[src/rtl/keypad_bcd_calc_pkg.sv]
// Shared key codes, FSM/op enums and single-digit BCD arithmetic for the keypad calculator.
package keypad_pkg;

  localparam logic [3:0] KEY_ADD  = 4'hA;
  localparam logic [3:0] KEY_SUB  = 4'hB;
  localparam logic [3:0] KEY_CLR  = 4'hC;
  localparam logic [3:0] KEY_EQ   = 4'hE;
  localparam logic [3:0] KEY_NONE = 4'hF;

  typedef enum logic [1:0] {
    ENTER_A = 2'd0,
    ENTER_B = 2'd1,
    CALC    = 2'd2,
    SHOW    = 2'd3
  } state_t;

  typedef enum logic {
    OP_ADD = 1'b0,
    OP_SUB = 1'b1
  } op_t;

  typedef enum logic [2:0] {
    K_NONE  = 3'd0,
    K_DIGIT = 3'd1,
    K_OP    = 3'd2,
    K_EQ    = 3'd3,
    K_CLR   = 3'd4
  } kind_t;

  function automatic kind_t classify(input logic [3:0] code);
    case (code)
      4'd0, 4'd1, 4'd2, 4'd3, 4'd4,
      4'd5, 4'd6, 4'd7, 4'd8, 4'd9: classify = K_DIGIT;
      KEY_ADD, KEY_SUB:             classify = K_OP;
      KEY_EQ:                       classify = K_EQ;
      KEY_CLR:                      classify = K_CLR;
      default:                      classify = K_NONE;
    endcase
  endfunction

  // Returns {carry, digit}; +6 folds a binary sum above 9 back into BCD.
  function automatic logic [4:0] bcd_add_digit(input logic [3:0] a, input logic [3:0] b,
                                               input logic cin);
    logic [4:0] s;
    logic [4:0] t;
    s = {1'b0, a} + {1'b0, b} + {4'b0000, cin};
    t = s + 5'd6;
    if (s > 5'd9) begin
      bcd_add_digit = {1'b1, t[3:0]};
    end else begin
      bcd_add_digit = {1'b0, s[3:0]};
    end
  endfunction

  // Returns {borrow, digit}; a negative 5-bit difference means borrow, then -6 mod 16.
  function automatic logic [4:0] bcd_sub_digit(input logic [3:0] a, input logic [3:0] b,
                                               input logic bin);
    logic [4:0] d;
    logic [3:0] t;
    d = {1'b0, a} - {1'b0, b} - {4'b0000, bin};
    t = d[3:0] - 4'd6;
    if (d[4]) begin
      bcd_sub_digit = {1'b1, t};
    end else begin
      bcd_sub_digit = {1'b0, d[3:0]};
    end
  endfunction

endpackage

[src/rtl/keypad_bcd_calc_if.sv]
// Keypad-sample in, display word/status out; the calculator is the slave side.
interface keypad_bcd_calc_if #(parameter int DIGITS = 3);
  logic [3:0]              sample;
  logic [4*(DIGITS+1)-1:0] cdu;
  logic                    neg;
  logic                    done;
  logic                    busy;

  modport master (output sample, input cdu, neg, done, busy);
  modport slave  (input sample, output cdu, neg, done, busy);
endinterface

[src/rtl/keypad_bcd_calc_key_debounce.sv]
// Accepts a key once after DEBOUNCE identical samples; re-arms after DEBOUNCE idle samples.
module key_debounce
  import keypad_pkg::*;
#(
  parameter int DEBOUNCE = 8
) (
  input  logic       clk,
  input  logic       rst,
  input  logic [3:0] sample,
  output logic       key_valid,
  output logic [3:0] key_code
);

  localparam int CW = $clog2(DEBOUNCE + 1);
  localparam logic [CW-1:0] CNT_MAX = CW'(DEBOUNCE);

  logic [3:0]    last_q, last_d;
  logic [CW-1:0] cnt_q, cnt_d;
  logic          armed_q, armed_d;
  logic          valid_q, valid_d;
  logic [3:0]    code_q, code_d;
  logic          hit;

  // Run-length of the current sample; hit marks the edge the run first reaches DEBOUNCE.
  always_comb begin
    last_d  = sample;
    cnt_d   = cnt_q;
    hit     = 1'b0;
    armed_d = armed_q;
    valid_d = 1'b0;
    code_d  = code_q;
    if (sample != last_q) begin
      cnt_d = CW'(1);
    end else if (cnt_q == CNT_MAX) begin
      cnt_d = cnt_q;
    end else begin
      cnt_d = cnt_q + CW'(1);
      hit   = (cnt_d == CNT_MAX);
    end
    if (hit && (sample == KEY_NONE)) begin
      armed_d = 1'b1;
    end else if (hit && armed_q) begin
      armed_d = 1'b0;
      valid_d = 1'b1;
      code_d  = sample;
    end else begin
      armed_d = armed_q;
    end
  end

  // State registers with synchronous reset.
  always_ff @(posedge clk) begin
    if (rst) begin
      last_q  <= KEY_NONE;
      cnt_q   <= {CW{1'b0}};
      armed_q <= 1'b1;
      valid_q <= 1'b0;
      code_q  <= KEY_NONE;
    end else begin
      last_q  <= last_d;
      cnt_q   <= cnt_d;
      armed_q <= armed_d;
      valid_q <= valid_d;
      code_q  <= code_d;
    end
  end

  assign key_valid = valid_q;
  assign key_code  = code_q;

endmodule

[src/rtl/keypad_bcd_calc.sv]
// Keypad BCD calculator: operand entry FSM plus a digit-serial BCD add/|sub| unit.
module keypad_bcd_calc
  import keypad_pkg::*;
#(
  parameter int DIGITS   = 3,
  parameter int DEBOUNCE = 8
) (
  input logic               clk,
  input logic               rst,
  keypad_bcd_calc_if.slave  bus
);

  localparam int OW = 4 * DIGITS;
  localparam int RW = 4 * (DIGITS + 1);
  localparam int IW = $clog2(DIGITS + 1);
  localparam logic [IW-1:0] LAST = IW'(DIGITS);

  logic          key_valid;
  logic [3:0]    key_code;
  kind_t         kind;
  logic          do_clear;
  logic [4:0]    dig;

  state_t        state_q, state_d;
  op_t           op_q, op_d;
  logic [OW-1:0] a_q, a_d, b_q, b_d, sum_q, sum_d;
  logic [IW-1:0] count_q, count_d, idx_q, idx_d;
  logic          carry_q, carry_d, sign_q, sign_d;
  logic [RW-1:0] cdu_q, cdu_d;
  logic          neg_q, neg_d, done_q, done_d, busy_q, busy_d;

  function automatic logic [OW-1:0] shift_in(input logic [OW-1:0] v, input logic [3:0] d);
    logic [OW-1:0] t;
    t      = v << 3'd4;
    t[3:0] = d;
    return t;
  endfunction

  function automatic logic [OW-1:0] push_msd(input logic [OW-1:0] v, input logic [3:0] d);
    logic [OW-1:0] t;
    t           = v >> 3'd4;
    t[OW-1 -: 4] = d;
    return t;
  endfunction

  function automatic logic [RW-1:0] zext(input logic [OW-1:0] v);
    return {4'h0, v};
  endfunction

  key_debounce #(.DEBOUNCE(DEBOUNCE)) u_debounce (
    .clk       (clk),
    .rst       (rst),
    .sample    (bus.sample),
    .key_valid (key_valid),
    .key_code  (key_code)
  );

  // Next-state: clear overrides everything outside CALC; CALC ignores keys.
  always_comb begin
    state_d = state_q;
    op_d    = op_q;
    a_d     = a_q;
    b_d     = b_q;
    sum_d   = sum_q;
    count_d = count_q;
    idx_d   = idx_q;
    carry_d = carry_q;
    sign_d  = sign_q;
    cdu_d   = cdu_q;
    neg_d   = neg_q;
    dig     = 5'd0;
    kind     = key_valid ? classify(key_code) : K_NONE;
    do_clear = (kind == K_CLR) && (state_q != CALC);
    if (do_clear) begin
      state_d = ENTER_A;
      op_d    = OP_ADD;
      a_d     = {OW{1'b0}};
      b_d     = {OW{1'b0}};
      count_d = {IW{1'b0}};
      sign_d  = 1'b0;
      cdu_d   = {RW{1'b0}};
      neg_d   = 1'b0;
    end else begin
      case (state_q)
        ENTER_A: begin
          case (kind)
            K_DIGIT: begin
              a_d     = shift_in(a_q, key_code);
              count_d = count_q + IW'(1);
              cdu_d   = zext(a_d);
              if (count_d >= LAST) begin
                state_d = ENTER_B;
                count_d = {IW{1'b0}};
                op_d    = OP_ADD;
              end else begin
                state_d = ENTER_A;
              end
            end
            K_OP: begin
              op_d    = (key_code == KEY_SUB) ? OP_SUB : OP_ADD;
              count_d = {IW{1'b0}};
              state_d = ENTER_B;
            end
            default: state_d = ENTER_A;
          endcase
        end
        // cdu keeps showing A until the first B digit arrives.
        ENTER_B: begin
          case (kind)
            K_DIGIT: begin
              b_d     = shift_in(b_q, key_code);
              count_d = count_q + IW'(1);
              cdu_d   = zext(b_d);
              if (count_d >= LAST) begin
                state_d = CALC;
                count_d = {IW{1'b0}};
                idx_d   = {IW{1'b0}};
              end else begin
                state_d = ENTER_B;
              end
            end
            K_OP: begin
              if (count_q == {IW{1'b0}}) begin
                op_d = (key_code == KEY_SUB) ? OP_SUB : OP_ADD;
              end else begin
                op_d = op_q;
              end
            end
            K_EQ: begin
              state_d = CALC;
              count_d = {IW{1'b0}};
              idx_d   = {IW{1'b0}};
            end
            default: state_d = ENTER_B;
          endcase
        end
        CALC: begin
          if (idx_q == {IW{1'b0}}) begin
            if ((op_q == OP_SUB) && (a_q < b_q)) begin
              a_d    = b_q;
              b_d    = a_q;
              sign_d = 1'b1;
            end else begin
              sign_d = 1'b0;
            end
            carry_d = 1'b0;
            sum_d   = {OW{1'b0}};
            idx_d   = IW'(1);
          end else begin
            if (op_q == OP_ADD) begin
              dig = bcd_add_digit(a_q[3:0], b_q[3:0], carry_q);
            end else begin
              dig = bcd_sub_digit(a_q[3:0], b_q[3:0], carry_q);
            end
            a_d     = a_q >> 3'd4;
            b_d     = b_q >> 3'd4;
            sum_d   = push_msd(sum_q, dig[3:0]);
            carry_d = dig[4];
            if (idx_q == LAST) begin
              state_d = SHOW;
              idx_d   = {IW{1'b0}};
              cdu_d   = {3'b000, dig[4], sum_d};
              neg_d   = sign_q;
            end else begin
              idx_d = idx_q + IW'(1);
            end
          end
        end
        SHOW: begin
          if (kind == K_DIGIT) begin
            a_d     = shift_in({OW{1'b0}}, key_code);
            b_d     = {OW{1'b0}};
            count_d = IW'(1);
            op_d    = OP_ADD;
            cdu_d   = zext(a_d);
            neg_d   = 1'b0;
            state_d = ENTER_A;
          end else begin
            state_d = SHOW;
          end
        end
        default: state_d = ENTER_A;
      endcase
    end
    busy_d = (state_d == CALC);
    done_d = (state_q == CALC) && (state_d == SHOW);
  end

  // All state and outputs registered; synchronous reset.
  always_ff @(posedge clk) begin
    if (rst) begin
      state_q <= ENTER_A;
      op_q    <= OP_ADD;
      a_q     <= {OW{1'b0}};
      b_q     <= {OW{1'b0}};
      sum_q   <= {OW{1'b0}};
      count_q <= {IW{1'b0}};
      idx_q   <= {IW{1'b0}};
      carry_q <= 1'b0;
      sign_q  <= 1'b0;
      cdu_q   <= {RW{1'b0}};
      neg_q   <= 1'b0;
      done_q  <= 1'b0;
      busy_q  <= 1'b0;
    end else begin
      state_q <= state_d;
      op_q    <= op_d;
      a_q     <= a_d;
      b_q     <= b_d;
      sum_q   <= sum_d;
      count_q <= count_d;
      idx_q   <= idx_d;
      carry_q <= carry_d;
      sign_q  <= sign_d;
      cdu_q   <= cdu_d;
      neg_q   <= neg_d;
      done_q  <= done_d;
      busy_q  <= busy_d;
    end
  end

  assign bus.cdu  = cdu_q;
  assign bus.neg  = neg_q;
  assign bus.done = done_q;
  assign bus.busy = busy_q;

endmodule
[src/flat_wrapper.sv]
// flat-port wrapper written by rule: the top's interface ports become plain ports
module keypad_bcd_calc_flat import keypad_pkg::*;
#(
  parameter int DIGITS   = 3,
  parameter int DEBOUNCE = 8
)
  (clk, rst, bus_sample, bus_cdu, bus_neg, bus_done, bus_busy);
  keypad_bcd_calc_if #(.DIGITS(DIGITS)) bus_i ();
  input logic clk;
  input logic rst;
  input wire logic [$bits(bus_i.sample)-1:0] bus_sample;
  output wire logic [$bits(bus_i.cdu)-1:0] bus_cdu;
  output wire logic [$bits(bus_i.neg)-1:0] bus_neg;
  output wire logic [$bits(bus_i.done)-1:0] bus_done;
  output wire logic [$bits(bus_i.busy)-1:0] bus_busy;
  assign bus_i.sample = bus_sample;
  assign bus_cdu = bus_i.cdu;
  assign bus_neg = bus_i.neg;
  assign bus_done = bus_i.done;
  assign bus_busy = bus_i.busy;
  keypad_bcd_calc #(.DIGITS(DIGITS), .DEBOUNCE(DEBOUNCE)) u_core (.clk(clk), .rst(rst), .bus(bus_i));
endmodule
[config.mk]
export PLATFORM = sky130hd
export DESIGN_NAME = keypad_bcd_calc_flat
export DESIGN_NICKNAME = d
export VERILOG_FILES = /design/src/rtl/keypad_bcd_calc_pkg.sv /design/src/rtl/keypad_bcd_calc_if.sv /design/src/rtl/keypad_bcd_calc_key_debounce.sv /design/src/rtl/keypad_bcd_calc.sv /design/src/flat_wrapper.sv
export SDC_FILE = /design/constraint.sdc
export NUM_CORES = 1
export LEC_CHECK = 0
export ABC_AREA = 1
export CORE_UTILIZATION = 45
export DETAILED_ROUTE_END_ITERATION = 8
export PLACE_DENSITY = 0.61
export SYNTH_ARGS = -nofsm -noshare
export SYNTH_HDL_FRONTEND = slang
export SYNTH_SLANG_ARGS = --single-unit
[constraint.sdc]
create_clock -name clk -period 2.2 [get_ports clk]
set_input_delay 0.44 -clock clk [delete_from_list [all_inputs] [get_ports clk]]
set_output_delay 0.44 -clock clk [all_outputs]
set_load 0.1 [all_outputs]
==> key figures <==
Outcome
  – Outcome: finished, violations left
  – Failing checks: negative setup slack

Route
  – DRC Markers: 0
  – DRT Pass-1 Iters: 5
  – Antenna-violating nets left: 0
  – Detailed Route Iter0 Violations: 385
  – Avg WL per Cell: 16.31 um
  – Final WL: 14,230 um
  – Routed vias/inst: 5.500
  – Via count: 4,796

CTS
  – Clk_lat worst skew: 360 ps
  – Worst-case clock buffer depth: 2
  – Clock transition at path regs: 90 ps
  – CTS tree: done
  – CTS Buf Count: 9
  – Root Driver: clkbuf_8
  – H-tree depth: 3
  – CTS Hold Bufs: 0
  – CTS sink count: 74

Placement
  – HPWL Detailed: 10,330 um
  – Placer Congestion: 0.9374
  – Port Buf Inserts: 21
  – Place WS: -189.6 ps

Logic synthesis
  – Mapped Cells: 692
  – Area leader, netlist: dfxtp_1
  – Synthesized area: 0.004687 mm2
  – Share of flip-flops with an asynchronous set or reset: 0
  – Distinct cell type count after synthesis: 37
  – Seq cells post-synth: 74
  – Top FF cell, synth: dfxtp_1
  – Post-synth top area share: 0.3161
  – Syn_area_per_cell: 6.773 um2
  – Post-synthesis sequential area ratio: 0.3161
  – Post-synth EDFFs: 0
  – Syn. warnings: 0
  – Top cells by area, synth: dfxtp_1 (32%), nand2_1 (13%), ha_1 (8.8%)

STA
  – Skew final: 12.97 ps
  – Crit path time final: 2327 ps
  – Hold slack: 465.6 ps
  – Final Hold Fails: 0
  – Period utilization: 1.058
  – Slew Limit Fails: 0
  – Final WS setup: -127.0 ps
  – RSZ-0062 raised after global routing: yes
  – Slew headroom: 0.6688
  – Endpoints failing setup: 8
  – Max Freq: 429.7 MHz
  – Worst slew pin tran: 493.8 ps

Worst setup path
  – Most used cell, CP: nand2_4
  – Worst Setup Start Kind: flop
  – Reg-to-Reg End: u_core.bus.cdu[10]
  – Worst r2r src: u_core.carry_q
  – Critical Path Sink Type: flop
  – CP arrival: 2580 ps
  – R2R Setup Slk: -130 ps
  – R2R depth: 17
  – CP top delay family: adder cells
  – CP peak stage delay: 420 ps
  – CP Max Fanout: 3
  – WP buf/inv: 3
  – CP Launch Point: u_core.carry_q
  – CP required: 2450 ps
  – Setup CP Type: flop to flop
  – CP Cell Sequence: inv_2 -> fa_2 -> fa_2 -> inv_2 -> nand2_4 -> nand2_4 -> nand2_4 -> nand2_4 -> nand2_4 -> nand2_2 -> nand3_2 -> nand2_2 -> inv_2 -> nand2_1 -> nand2_1 -> nand2_1 -> a21oi_1
  – Slowest cell on the critical path: fa_2

Final layout
  – Most frequent cells in the layout: nand2_1 (143), inv_1 (72), dfxtp_1 (71), a21oi_1 (68), nand3_1 (55)
  – # nets final: 778
  – FILL cells: 983
  – ANT cells: 0
  – Share of post-route cells with drive strength above 1: 0.1908
  – Area delta synth->final: 21.25%
  – Commonest non-fill, non-tap cell in the layout: nand2_1

Global routing
  – Gr ovfl total: 0
  – Number of global-route vias before repair: 4,599
  – Pin count of the biggest net entering global routing: 34
  – Initial antenna violation count: 0
  – First-pass GRT wire length: 22,450 um
  – GRT Util Overall: 0.2611

Floorplanning
  – Chip height: 104.1 um
  – Rows: 36
  – Initial core utilization: 0.4708
  – Core box area: 0.009955 mm2
  – Top-Level Pins: 25
  – Die area: 0.01083 mm2
  – Chip width: 104.1 um

Min path
  – Worst min-delay path class: flop to flop
  – Hold depth: 2
  – Hold path endpoint: u_core.b_q[9]
  – Hold Path Origin: u_core.b_q[9]

Pwr
  – P per Cell Area: 527.7 mW/mm2
  – Total Power: 2999 uW
  – P_leak: 0.002436 uW
  – Max IR drop VDD: 0.4216 mV

Job
  – Max-cap violations: 0
tightest hold or removal path, cell delays in order, from the launching register on:
cell     delay, ps
dfxtp_1        320
nand2_1         60
a21oi_1         50
cell families (layout without fill, tap and decap cells):
kind of cell	count (synthesis)	after routing	synth area share
AND/OR/NAND/NOR	306	306	0.2904
AO/OA/AOI/OAI	150	150	0.1738
buffers and inverters	119	164	0.1044
flip-flops	74	74	0.3161
adder cells (fa/ha/maj)	37	37	0.1052
XOR/XNOR	5	5	0.009343
other	1	3	0.0008001
power breakdown:
part,switching (uW),internal (uW)
registers,4.09,1340
clock network,540,1010
logic,72.3,31.5
through the flow:
stage                       util  area, um2  TNS [ps]  cells
final                     0.5709       5683    -650.5    872
after global routing      0.5709       5683     -1231    872
after CTS                 0.5548       5523    -19.06    870
after detailed placement  0.5167       5144     -1234    853
after global placement    0.5167       5144    -382.0    853
after floorplan                -       4696         0    694
cell usage after synthesis, types with 4 or more instances:
| cell type | instances |
|---|---|
| nand2_1 | 159 |
| inv_1 | 80 |
| dfxtp_1 | 74 |
| a21oi_1 | 72 |
| nand3_1 | 62 |
| nor2_1 | 49 |
| o21ai_0 | 45 |
| ha_1 | 33 |
| buf_2 | 13 |
| a22oi_1 | 12 |
| clkbuf_1 | 12 |
| nand4_1 | 11 |
| nand3_2 | 8 |
| o22ai_1 | 7 |
| a31oi_1 | 5 |
| nor3_1 | 5 |
| xor2_1 | 5 |
| clkinv_1 | 4 |
| fa_1 | 4 |
| inv_2 | 4 |
sequential cells by signal (all words and copies together) (netlist names), named ones only:
name                         cells
u_core.bus.cdu                  13
u_core.a_q                      12
u_core.b_q                      12
u_core.sum_q                     8
u_core.u_debounce.cnt_q          4
u_core.u_debounce.key_code       4
u_core.u_debounce.last_q         4
u_core.count_q                   2
u_core.idx_q                     2
u_core.state_q                   2
u_core.bus.busy                  1
u_core.bus.done                  1
u_core.bus.neg                   1
u_core.carry_q                   1
u_core.op_q                      1
u_core.sign_q                    1
u_core.u_debounce.armed_q        1
u_core.u_debounce.key_valid      1
worst max-delay path by stage:
stage	end	slack, ps	cells past startpoint
4_1_cts	u_core.bus.cdu[10]	-20	11
6_report	u_core.bus.cdu[10]	-130	17
3_3_place_gp	u_core.bus.cdu[10]	-80	12
2_1_floorplan	u_core.bus.cdu[11]	30	15
3_5_place_dp	u_core.bus.cdu[11]	-190	16
5_1_grt	u_core.bus.cdu[10]	-210	17
layer usage:
| layer | track usage | vias to the layer above | share of wire |
|---|---|---|---|
| met5 | 0 | - | 0 |
| met4 | 0.1194 | 0 | 0.031 |
| met3 | 0.03885 | 37 | 0.066 |
| met2 | 0.4252 | 195 | 0.47 |
| met1 | 0.3402 | 2201 | 0.44 |
| li1 | - | 2363 | - |
what timing repair did:
item                       in CTS  in global routing
setup buffers                   2                  2
setup endpoints to repair       8                 31
pin swaps                       9                 16
gates resized for setup        21                 42
cell type report:
type,count,area [um2],area share
Clock buffer,10,137.6,0.02422
Multi-Input combinational cell,501,2923,0.5143
Sequential cell,74,1488,0.2618
Clock inverter,5,150.1,0.02642
Timing Repair Buffer,61,485.5,0.08542
Inverter,88,332.8,0.05856
Tap cell,133,166.4,0.02928
Power figures use the tool's default switching activity.
